--- src/rtl/guess_entry.sv ---
// Debounced confirm-button capture of a four-digit BCD guess from the switches.
// Optional GUESS_DISTINCT_CHECK_EN: also reject entries that repeat a digit.
module guess_entry #(
  parameter int unsigned DEBOUNCE_CYCLES = 16
) (
  input  logic        clock,
  input  logic        reset,
  input  logic [15:0] switches,
  input  logic        btn,
  output logic [15:0] guess,
  output logic        confirm,
  output logic        error
);

  typedef enum logic [1:0] {IDLE, ARMING, HELD, RELEASING} state_t;

  localparam logic [15:0] CNT_LAST = 16'(DEBOUNCE_CYCLES - 1);

  state_t      state_q, state_d;
  logic [15:0] cnt_q, cnt_d, cnt_inc;
  logic        sync1_q, sbtn_q;
  logic [15:0] guess_q, guess_d;
  logic        confirm_q, confirm_d;
  logic        error_q, error_d;
  logic        eval;

  function automatic logic entry_valid(input logic [15:0] w);
    logic ok;
    ok = 1'b1;
    for (int i = 0; i < 4; i++)
      if (w[4*i +: 4] > 4'd9) ok = 1'b0;
`ifdef GUESS_DISTINCT_CHECK_EN
    for (int i = 0; i < 4; i++)
      for (int j = i + 1; j < 4; j++)
        if (w[4*i +: 4] == w[4*j +: 4]) ok = 1'b0;
`endif
    return ok;
  endfunction

  // Saturating so a pathological parameter can never wrap back into range.
  assign cnt_inc = (cnt_q == 16'hFFFF) ? cnt_q : cnt_q + 16'd1;

  always_comb begin
    state_d = state_q;
    cnt_d   = cnt_q;
    eval    = 1'b0;
    case (state_q)
      IDLE: begin
        if (sbtn_q) begin
          state_d = ARMING;
          cnt_d   = 16'd0;
        end
      end
      ARMING: begin
        if (!sbtn_q) begin
          state_d = IDLE;
        end else if (cnt_q == CNT_LAST) begin
          state_d = HELD;
          eval    = 1'b1;
        end else begin
          cnt_d = cnt_inc;
        end
      end
      HELD: begin
        if (!sbtn_q) begin
          state_d = RELEASING;
          cnt_d   = 16'd0;
        end
      end
      RELEASING: begin
        if (sbtn_q)                state_d = HELD;
        else if (cnt_q == CNT_LAST) state_d = IDLE;
        else                       cnt_d   = cnt_inc;
      end
      default: state_d = IDLE;
    endcase
  end

  always_comb begin
    guess_d   = guess_q;
    error_d   = error_q;
    confirm_d = 1'b0;
    if (eval) begin
      if (entry_valid(switches)) begin
        guess_d   = switches;
        error_d   = 1'b0;
        confirm_d = 1'b1;
      end else begin
        error_d = 1'b1;
      end
    end
  end

  always_ff @(posedge clock or posedge reset) begin
    if (reset) begin
      sync1_q   <= 1'b0;
      sbtn_q    <= 1'b0;
      state_q   <= IDLE;
      cnt_q     <= 16'd0;
      guess_q   <= 16'h0000;
      confirm_q <= 1'b0;
      error_q   <= 1'b0;
    end else begin
      sync1_q   <= btn;
      sbtn_q    <= sync1_q;
      state_q   <= state_d;
      cnt_q     <= cnt_d;
      guess_q   <= guess_d;
      confirm_q <= confirm_d;
      error_q   <= error_d;
    end
  end

  assign guess   = guess_q;
  assign confirm = confirm_q;
  assign error   = error_q;

endmodule

--- config.mk ---
export PLATFORM = sky130hd
export DESIGN_NAME = guess_entry
export DESIGN_NICKNAME = d
export VERILOG_FILES = /design/src/rtl/guess_entry.sv
export SDC_FILE = /design/constraint.sdc
export NUM_CORES = 1
export LEC_CHECK = 0
export CORE_MARGIN = 2
export CORE_UTILIZATION = 30
export CTS_CLUSTER_DIAMETER = 80
export CTS_CLUSTER_SIZE = 12
export DETAILED_ROUTE_END_ITERATION = 7
export PLACE_DENSITY = 0.6
export SYNTH_ARGS = -nofsm -noshare
export SYNTH_HDL_FRONTEND = slang
export SYNTH_SLANG_ARGS = --single-unit
--- constraint.sdc ---
create_clock -name clock -period 3.99 [get_ports clock]
set_input_delay 0.5985 -clock clock [delete_from_list [all_inputs] [get_ports clock]]
set_output_delay 0.5985 -clock clock [all_outputs]
set_load 0.03 [all_outputs]
==> results.cfg <==
[critical_path]
path_class = in -> reg
setup.reg_to_reg.worst_slack_ns = 1.65
crit_required_ns = 4.15
slowest_stage = nor4_4
r2r-start = cnt_q[0]
critical-path-max-stage-delay_ns = 0.58
worstPathMaxFanout = 9
cpLargestDelayFamily = simple AND/OR/NAND/NOR gates
worstSetupPathDepth = 6
r2r-end = guess[5]
reg2reg_depth = 6
setup_crit_start_kind = input port
cell_chain_critical_path = clkdlybuf4s50_1, o21ai_0, nand4_1, nor4_4, buf_4, mux2_2
worstPathBufferInverterCount = 2
arrival_ns = 2.73
cp-end-kind = flip-flop

[die]
fp-row-count = 29
floorplan.die.height_um = 85.2
start_util_pct = 31.2
core-area_sq_um = 6350
floorplan.die_area_sq_um = 7260
die-width_um = 85.2
top_level_ports = 37

[global_route]
maximum_number_of_pins_on_one_net_before_global_route_repair = 29
grt_first_pass_wirelength_mm = 7.26
vias_in_the_first_global_route = 1476
antenna_found_initial = 0
grt_overflow_total = 0
grtUsageTotal_pct = 12.3

[drt]
avgRoutedWirePerCell_um = 14.5
wirelength_mm = 4.20
drt-initial-drc-count = 137
via_count = 1508
route.detailed.vias_per_inst = 5.22
drt_pre_antenna_iters = 4
drcViolationCount = 0
drt.antenna.violating_nets = 0

[power]
power_leakage_nw = 1.05
worst_ir_drop_vdd_v = 0.000239
power_per_cell_area_nw_per_um2 = 319

[cts]
buffer_type_at_the_clock_tree_root = clkbuf_8
clk_latency_ns = 0.28
cts-buffers-inserted = 5
cts-hold-fix-buffers = 0
cts_max_level = 2
clk_pin_slew_worst_paths_ns = 0.07
cts_sinks = 38
clock_tree_from_tritoncts = built
post_cts.repair.setup_buffers = 0
post_cts_resize_count = 0
max-clock-path-buffers = 2

[synthesis]
synth.largest_area_cell = dfrtp_1
synthDistinctLibCells = 45
postSynth.topFlopCell = dfrtp_1
ys_ff_latch = 38
synth_top_cell_area_share_pct = 48.0
post_synth_edffs = 0
syn_area_per_cell_sq_um = 11.2
synth.top_cells.by_area = dfrtp_1, mux2_4, mux2_2, nand2_1, nor4_4
mappedNetlistNets = 197
synth-async-reset-ratio_pct = 100
yosys_warnings = 0
synth_cells = 177
synth.cell_area_sq_um = 1980
sequential_fraction_of_the_synthesis_area_pct = 48.0

[sta]
timing.final.crit_share_pct = 64.4
worst_pin_slew_ns = 0.623
max_clock_freq_mhz = 389
timing.slew.headroom_pct = 58.1
drv_slew = 0
finalSetupViolCount = 0
fin_hold_ws_ns = 0.353
setup-tns-final_ns = 0
grt_setup_unrepaired = no
timing.final.crit_period_ns = 2.57
finalHoldViolations = 0
setup_clock_skew_after_layout_ns = 0.00543

[worst_hold_path]
hold_class = reg -> reg
hold_start = sync1_q
min_delay_worst_endpoint = sbtn_q
worst_hold_path.num_cells = 0

[layout]
top_library_cells_by_usage_in_the_layout_fill_and_taps_aside = dfrtp_1, clkdlybuf4s50_1, nand2_1
fillCellCount = 629
nets = 233
area.growth.synth_to_final_pct = 24.9
mostFrequentLayoutCell = dfrtp_1
final_layout_size_suffix_gt1_share_pct = 17.5
antenna-diode-count = 0

[placed_design]
place.gp.congestion = 0.797
port-buffer-count = 36
dpl.hpwl_mm = 2.97

[run_status]
outcome = finished clean

[job]
maxCapViolations = 0
## metal layers
metal | routed length, um | GRT usage [%] | part of all wire [%] | vias to the layer above
li1 | - | - | - | 735
met1 | 2090 | 18.1 | 50 | 741
met2 | 1960 | 18.5 | 47 | 30
met3 | 121 | 2.63 | 2.9 | 2
met4 | 36 | 3.03 | 0.86 | 0
met5 | 0 | 0 | 0 | -
## state kept, by name, summed over array words and instances, names as in the netlist, named ones only
signal / flops
error: 1
sync1_q: 1
guess: 16
state_q: 1
cnt_q: 16
sbtn_q: 1
confirm: 1
## Yosys cell counts, drive strengths merged, types with 2 or more instances
cell type,number
dfrtp,38
mux2,18
nand2,18
nand3,11
nor4,9
o21ai,7
buf,6
inv,6
nand4,6
nor2,6
o211ai,6
or4,6
a21oi,5
clkbuf,5
and3,4
and4,3
o311ai,3
a22o,2
o21bai,2
## logic make-up (layout without fill, tap and decap cells)
kind of cell    count (synthesis)  in the layout  synth area share (%)
simple gates                   69             69                  22.1
flops                          38             38                  48.0
compound gates                 32             32                  11.4
mux                            18             18                  11.9
buf+inv                        17             52                  4.99
xor+xnor                        2              2                 0.885
fa+ha+maj                       1              1                 0.632
## stage by stage
step	power (mW)	cell area (sq um)	setup WS, ns	utilization (%)	std cells
detailed placement	0.538	2390	1.11	37.6	283
CTS	0.798	2470	1.42	38.9	289
global placement	0.536	2390	1.17	37.6	283
floorplan	0.493	1980	1.99	-	177
global route	0.824	2470	1.31	38.9	289
finish	0.789	2470	1.42	38.9	289
## how the worst max path moves through the flow
stage,from,to,slack [ns]
2_1_floorplan,switches[14],guess[10],1.99
3_3_place_gp,switches[9],guess[6],1.17
3_5_place_dp,switches[9],guess[5],1.11
4_1_cts,switches[9],guess[5],1.42
5_1_grt,switches[2],guess[5],1.31
6_report,switches[9],guess[5],1.42
## layout make-up
type	count	area (sq um)	share of cell area, %
Tap cell	77	96.3	3.90
Inverter	6	22.5	0.911
Sequential cell	38	951	38.5
Multi-Input combinational cell	122	930	37.6
Clock buffer	6	82.6	3.34
Timing Repair Buffer	40	390	15.8
## power by group
group | total (mW) | internal [mW] | leakage [nW] | switching, mW
Sequential | 0.425 | 0.403 | 0.512 | 0.0220
Clock | 0.260 | 0.133 | 0.0431 | 0.127
Combinational | 0.104 | 0.0512 | 0.499 | 0.0528
Total | 0.789 | 0.588 | 1.05 | 0.201
Power figures use the tool's default switching activity.
